## src/rtl/mult20_arbiter.sv

```systemverilog
// Shared signed 20x20 multiplier with a round-robin front end.
// One operand pair is granted per cycle and its product returns PIPE cycles later, tagged with its requester.
module mult20_arbiter #(
  parameter  int NREQ = 4,
  parameter  int PIPE = 2,
  localparam int IDW  = $clog2(NREQ)
) (
  input  logic                   clk,
  input  logic                   rst_n,
  input  logic [NREQ-1:0]        req_valid,
  output logic [NREQ-1:0]        req_ready,
  input  logic [NREQ*20-1:0]     req_a,
  input  logic [NREQ*20-1:0]     req_b,
  output logic                   res_valid,
  input  logic                   res_ready,
  output logic signed [39:0]     res_m,
  output logic [IDW-1:0]         res_id,
  output logic                   busy
);

  logic                 en;
  logic                 found;
  logic                 xfer;
  logic [IDW-1:0]       ptr;
  logic [IDW-1:0]       grant;
  logic signed [19:0]   grant_a;
  logic signed [19:0]   grant_b;
  logic [PIPE-1:0]      vld;
  logic [IDW-1:0]       id_q [PIPE];

  // A held result freezes the whole pipe, empty stages included.
  assign res_valid = vld[PIPE-1];
  assign en        = !(res_valid && !res_ready);
  assign busy      = |vld;
  assign res_id    = id_q[PIPE-1];

  // NOTE: combinational blocks use blocking '=' with every output given a default first, so no latch is inferred.
  always_comb begin
    int idx;
    found = 1'b0;
    grant = '0;
    idx   = 0;
    for (int k = 0; k < NREQ; k++) begin
      idx = int'(ptr) + k;
      if (idx >= NREQ) idx = idx - NREQ;
      if (!found && req_valid[idx]) begin
        found = 1'b1;
        grant = IDW'(idx);
      end
    end
  end

  always_comb begin
    req_ready = '0;
    if (rst_n && en && found) req_ready[grant] = 1'b1;
  end

  assign xfer    = |(req_valid & req_ready);
  assign grant_a = req_a[int'(grant)*20 +: 20];
  assign grant_b = req_b[int'(grant)*20 +: 20];

  always_ff @(posedge clk or negedge rst_n) begin
    if (!rst_n) begin
      ptr <= '0;
      vld <= '0;
      for (int s = 0; s < PIPE; s++) id_q[s] <= '0;
    end else if (en) begin
      if (xfer) ptr <= (grant == IDW'(NREQ-1)) ? '0 : grant + IDW'(1);
      vld[0] <= xfer;
      if (xfer) id_q[0] <= grant;
      for (int s = 1; s < PIPE; s++) begin
        vld[s] <= vld[s-1];
        if (vld[s-1]) id_q[s] <= id_q[s-1];
      end
    end
  end

  // Data registers load only behind a valid entry, so the output holds its last product through bubbles.
  if (PIPE == 1) begin : g_pipe1
    logic signed [39:0] m_q;

    // NOTE: the datapath registers are reset too, because the result bus must read zero during reset.
    always_ff @(posedge clk or negedge rst_n) begin
      if (!rst_n) begin
        m_q <= '0;
      end else if (en && xfer) begin
        m_q <= 40'(grant_a) * 40'(grant_b);
      end
    end

    assign res_m = m_q;
  end else begin : g_pipen
    logic signed [19:0] a_q;
    logic signed [19:0] b_q;
    logic signed [39:0] m_q [1:PIPE-1];

    always_ff @(posedge clk or negedge rst_n) begin
      if (!rst_n) begin
        a_q <= '0;
        b_q <= '0;
        for (int s = 1; s < PIPE; s++) m_q[s] <= '0;
      end else if (en) begin
        if (xfer) begin
          a_q <= grant_a;
          b_q <= grant_b;
        end
        if (vld[0]) m_q[1] <= 40'(a_q) * 40'(b_q);
        for (int s = 2; s < PIPE; s++) begin
          if (vld[s-1]) m_q[s] <= m_q[s-1];
        end
      end
    end

    assign res_m = m_q[PIPE-1];
  end

endmodule

```

## config.mk

```make
export PLATFORM = sky130hd
export DESIGN_NAME = mult20_arbiter
export DESIGN_NICKNAME = d
export VERILOG_FILES = /design/src/rtl/mult20_arbiter.sv
export SDC_FILE = /design/constraint.sdc
export NUM_CORES = 1
export LEC_CHECK = 0
export CORE_UTILIZATION = 45
export CTS_BUF_LIST = sky130_fd_sc_hd__clkbuf_2
export DETAILED_ROUTE_END_ITERATION = 10
export PLACE_DENSITY = 0.69
export SYNTH_ARGS = -nofsm -noshare
export SYNTH_HDL_FRONTEND = slang
export SYNTH_SLANG_ARGS = --single-unit
export TNS_END_PERCENT = 1
```

## constraint.sdc

```tcl
create_clock -name clk -period 7.2 [get_ports clk]
set_input_delay 1.44 -clock clk [delete_from_list [all_inputs] [get_ports clk]]
set_output_delay 1.44 -clock clk [all_outputs]
set_load 0.1 [all_outputs]
```

**Word-level counts from Yosys, hierarchy flattened**

Index checks and enable logic that the tools add are counted.

- Add/subtract/negate cells: 8
- $mul: 2
- Magnitude comparators: 10
- Equal/unequal tests: 1
- Shifts and indexed selects: 2
- Multiplexer cells: 28
- Bitwise logic cells: 2
- Reduce and logical (&&, ||, !) cells: 16

Operators with widths:

| kind | count |
|---|---|
| less-than comparator 32 x 4 -> 1 bit, second input constant | 4 |
| two-way mux 32 bit | 4 |
| indexed part select 80 x 32 -> 20 bit | 1 |
| indexed part select 80 x 8 -> 20 bit | 1 |
| multiplier 20 x 20 -> 40 bit | 1 |
| two-way mux 1 bit | 13 |
| subtractor 3 x 3 -> 4 bit, second input constant | 3 |
| two-way mux 2 bit | 5 |
| >= comparator 3 bit, second input constant | 3 |
| binary-select mux 1 bit (select 2 bit) | 4 |
| logical AND 1 bit | 7 |
| adder 2 x 2 -> 3 bit, second input constant | 2 |
| logical NOT 1 bit | 5 |
| multiplier 2 x 3 -> 5 bit, second input constant | 1 |
| bitwise AND 4 bit | 1 |
| two-way mux 4 bit | 1 |
| AND reduction 2 bit | 2 |
| OR reduction 4 bit | 1 |
| subtractor 2 x 3 -> 4 bit, second input constant | 1 |
| adder 2 x 1 -> 3 bit, second input constant | 1 |
| >= comparator 2 x 3 -> 1 bit, second input constant | 1 |
| less-than comparator 2 x 3 -> 1 bit, second input constant | 1 |
| adder 2 x 1 -> 2 bit, second input constant | 1 |
| demux 1 bit (select 2 bit) | 1 |
| other kinds (4) | 4 |

- Register bits: 88
- Input bits: 167
- Output and inout port bits: 48
- Word-level logic and storage cells: 76

**Logic depth before layout (Yosys ltp)**

- Depth after elaboration: 23
- Gate-level depth with buffers: 26
- Depth with buffers taken out: 24

**Worst setup path after synthesis**

No wires, ideal clock.

- Path type: register to register
- Start: register g_pipen.a_q[19]
- End: register g_pipen.m_q (netlist bit res_m[38])
- Setup time: 132 ps
- Data arrival time: 6508 ps
- Required time: 7068 ps
- Slack: 559 ps
- Stages on the path, launching flop included: 22
- Buffers on the path: 2
- Period minus slack after synthesis: 6641 ps
- Cells stage by stage: dfrtp_1 -> clkbuf_1 -> nand2_1 -> fa_1 -> fa_1 -> fa_1 -> inv_1 -> fa_1 -> fa_1 -> fa_1 -> inv_1 -> fa_1 -> inv_1 -> ha_1 -> clkbuf_1 -> and3_1 -> and4_1 -> nor4bb_2 -> a221oi_2 -> a2111oi_2 -> o21a_1 -> o31ai_2

- Longest elaborated chain between the ends: 1

Ends and longest elaborated chain:

| item | line | RTL |
|---|---|---|
| start, declared | 93 | `logic signed [19:0] a_q;` |
| start signal, assigned | 104 | `a_q <= grant_a;` |
| multiplier 20 x 20 -> 40 bit | 107 | `if (vld[0]) m_q[1] <= 40'(a_q) * 40'(b_q);` |
| end signal, assigned by index | 109 | `if (vld[s-1]) m_q[s] <= m_q[s-1];` |
| end, declared | 95 | `logic signed [39:0] m_q [1:PIPE-1];` |

Every way passes these cells.
A chain may end at the register's enable or synchronous reset.

**Final worst setup path**

- Start: register g_pipen.b_q[5]
- End: register g_pipen.m_q (netlist bit res_m[38])

- Longest elaborated chain between the ends: 1

Ends and longest elaborated chain:

| item | line | RTL |
|---|---|---|
| start, declared | 94 | `logic signed [19:0] b_q;` |
| start signal, assigned | 105 | `b_q <= grant_b;` |
| multiplier 20 x 20 -> 40 bit | 107 |  |

Every way passes these cells.

==> flow_metrics.py <==
metrics = {
    "global_route": {
        "grt_max_degree": 71,
        "grt_pass1_vias": 16430,
        "grt_pass1_wl_um": 82280,
        "track_usage_pct": 23.61,
        "antenna_found_initial": 2,
        "grt_overflow": 0,
    },
    "clock_network": {
        "cts_hold_buf": 0,
        "cts_made_buffers": 9,
        "cts_tree": "built",
        "cts_root_buf": "clkbuf_2",
        "h-tree-depth": 3,
        "clkLatencyLatePin_ns": 0.72,
        "cts.clk_slew.worst_paths_ns": 0.27,
        "clock_path_buffers": 2,
        "cts.sinks": 88,
    },
    "status": {
        "outcome": "finished, final reports clean",
    },
    "cells_and_area": {
        "fin_cells": 3055,
        "drive_above_1_share_pct": 4.540,
        "layout_common_cells": "456 x inv_1, 419 x fa_1, 366 x nand2_1",
        "final_util_pct": 52.80,
        "layout.nets": 3160,
        "mostFrequentLayoutCell": "inv_1",
        "syn_to_final_growth_pct": 15.27,
    },
    "sta": {
        "max_freq_ghz": 0.1454,
        "hold_viol": 0,
        "finalCritPeriodShare_pct": 95.50,
        "hold_slack_ns": 0.5101,
        "skew_ns": 0.03320,
        "finalSetupTns_ns": 0,
        "min_period_ns": 6.876,
        "drv_slew": 0,
        "relSlewSlack_pct": 32.34,
        "setup_viol": 0,
        "tightest_slew_ns": 1.012,
    },
    "logic_synthesis": {
        "synth.avg_cell_area_um2": 8.557,
        "syn-num-nets": 3014,
        "ys_ff_latch": 88,
        "synth.distinct_cells": 59,
        "synth_xor_xnor_area_share_pct": 1.724,
        "synth.area.mux_share_pct": 0.1515,
        "synth_ff_type": "dfrtp_1",
        "seq_area_frac_synth_pct": 11.11,
        "synth-compound-area-share_pct": 7.077,
        "synth_edf_count": 0,
        "synth_area_um2": 19820,
        "syn_inst": 2316,
        "yosys_warnings": 0,
        "synthArstFlopShare_pct": 100.0,
        "synthAdderAreaFrac_pct": 49.43,
        "yosys.area_share.simple_pct": 19.29,
        "synth_top_family_by_area": "adder cells",
    },
    "floorplanning": {
        "die_h_um": 211.9,
        "start_util_pct": 45.80,
        "io_pins": 215,
        "dieArea_um2": 44880,
        "num_rows": 76,
        "die_w_um": 211.9,
        "core_um2": 43270,
    },
    "hold_path": {
        "worstHoldPathCells": 2,
        "min_from": "res_m[9]",
        "min_to": "res_m[9]",
        "hp-class": "reg -> reg",
    },
    "setup_path": {
        "cp_common_cell": "fa_1",
        "reg2reg_slack_ns": 0.32,
        "rr_endpoint": "res_m[38]",
        "startpoint": "g_pipen.b_q[5]",
        "crit_type": "reg -> reg",
        "cp_max_fo": 6,
        "worstPathRequired_ns": 7.87,
        "r2r_cells": 22,
        "crit_path_top_delay_cell": "fa_1",
        "cp-start-kind": "register",
        "arrival_ns": 7.54,
        "crit_path_max_incr_delay_ns": 0.60,
        "end_kind": "register",
        "crit_path_cell_trace": "buf_2 -> and2_1 -> fa_1 -> inv_1 -> fa_1 -> fa_1 -> inv_1 -> fa_1 -> fa_1 -> fa_1 -> inv_1 -> fa_1 -> inv_1 -> ha_1 -> nand2_1 -> nor2_1 -> and4_1 -> nor4bb_4 -> a221oi_4 -> a2111oi_4 -> nor3_1 -> o31ai_2",
        "regToRegStartpoint": "g_pipen.b_q[5]",
    },
    "route": {
        "routedWlPerCell_um": 16.73,
        "ant_nets": 0,
        "via_count": 15640,
        "drc": 0,
        "dr.first_iter.drc_count": 852,
        "routed_via_density": 5.118,
        "dr.pass1.iters": 7,
        "routed_wl_um": 51120,
    },
    "job": {
        "maxCapViolCount": 0,
    },
    "place": {
        "gp_congestion": 0.9032,
        "port_buffers": 214,
        "dp.cells": 3028,
        "dp_hpwl_um": 42830,
    },
}
-- sequential cells by signal, summed over array words and instances (netlist names) --
| name | flops |
|---|---|
| vld | 2 |
| g_pipen.b_q | 20 |
| g_pipen.a_q | 20 |
| res_m | 40 |
| ptr | 2 |
| id_q | 2 |
| res_id | 2 |
-- critical path, delay by kind of cell, from the launching register on --
kind	cells	cell delay (ns)
flip-flops	1	0.53
AND/OR/NAND/NOR	6	1.35
adder cells (fa/ha/maj)	8	3.93
buffers and inverters	5	0.40
AO/OA/AOI/OAI	3	0.61
-- cells in the mapped netlist, types with 2 or more instances --
master | n | share of area (%)
inv_1 | 456 | 8.6
fa_1 | 420 | 42
nand2_1 | 368 | 7.0
and2_1 | 221 | 7.0
nor2_1 | 156 | 3.0
clkbuf_1 | 118 | 2.2
ha_1 | 111 | 7.0
dfrtp_1 | 88 | 11
o21ai_0 | 74 | 1.9
o21ai_1 | 56 | 1.4
nand3_1 | 50 | 1.3
a21oi_1 | 37 | 0.93
xnor2_1 | 25 | 1.1
a21o_1 | 15 | 0.57
xor2_1 | 14 | 0.62
buf_1 | 8 | 0.15
nand2b_1 | 7 | 0.22
nor3_1 | 7 | 0.18
a31oi_1 | 6 | 0.19
and3_1 | 5 | 0.16
o211ai_1 | 5 | 0.19
o21a_1 | 5 | 0.19
o21bai_1 | 5 | 0.19
a21boi_1 | 4 | 0.15
o31ai_1 | 4 | 0.15
a211oi_1 | 3 | 0.11
buf_2 | 3 | 0.076
mux2i_1 | 3 | 0.15
nand4_1 | 3 | 0.095
a211o_1 | 2 | 0.088
a22oi_1 | 2 | 0.076
a31o_1 | 2 | 0.088
and4_1 | 2 | 0.088
buf_4 | 2 | 0.076
nor4_1 | 2 | 0.063
o2111ai_1 | 2 | 0.088
o311ai_1 | 2 | 0.088
or3_1 | 2 | 0.063
-- worst max path at each step --
stage / end / cells after the start
global route: res_m[38] / 22
finish: res_m[38] / 22
detailed placement: res_m[38] / 22
floorplan: res_m[38] / 21
global placement: res_m[38] / 22
CTS: res_m[38] / 22
-- metrics by stage --
stage,worst slack [ns],cell area (um^2)
2_1_floorplan,0.5594,19820
3_3_place_gp,0.2718,22560
3_5_place_dp,0.1976,22560
4_1_cts,0.1216,22710
5_1_grt,-0.07016,22840
6_report,0.3237,22840
-- cells by family (layout without fill, tap and decap cells) --
group | count (synthesis) | count (layout)
AO/OA/AOI/OAI | 237 | 237
flip-flops | 88 | 88
other | 0 | 3
buffers and inverters | 589 | 740
adder cells (fa/ha/maj) | 531 | 531
XOR/XNOR | 39 | 39
multiplexers | 3 | 3
AND/OR/NAND/NOR | 829 | 829
-- cell type report --
class,count,area [um^2]
Timing Repair Buffer,266,2545
Inverter,458,1719
Fill cell,4050,20420
Antenna cell,3,7.507
Sequential cell,88,2232
Multi-Input combinational cell,1639,15450
Clock buffer,10,50.05
Clock inverter,6,107.6
Tap cell,585,732.0
-- routing by layer --
metal	part of all wire (%)	vias to the layer above	routed length (um)	GRT usage [%]
li1	-	7177	-	-
met1	38	7934	19620	28.01
met2	54	427	27500	43.14
met3	4.3	99	2199	3.056
met4	3.5	0	1796	9.245
met5	0	-	0	0
-- timing repair --
item / 4_1_cts / 5_1_grt
resized for setup: 0 / 29
endpoints found under the setup margin: 0 / 10
buffers inserted: 0 / 8
Power is not shown: default switching activity piles up to over one toggle a cycle in this logic, so the estimate is an artifact.
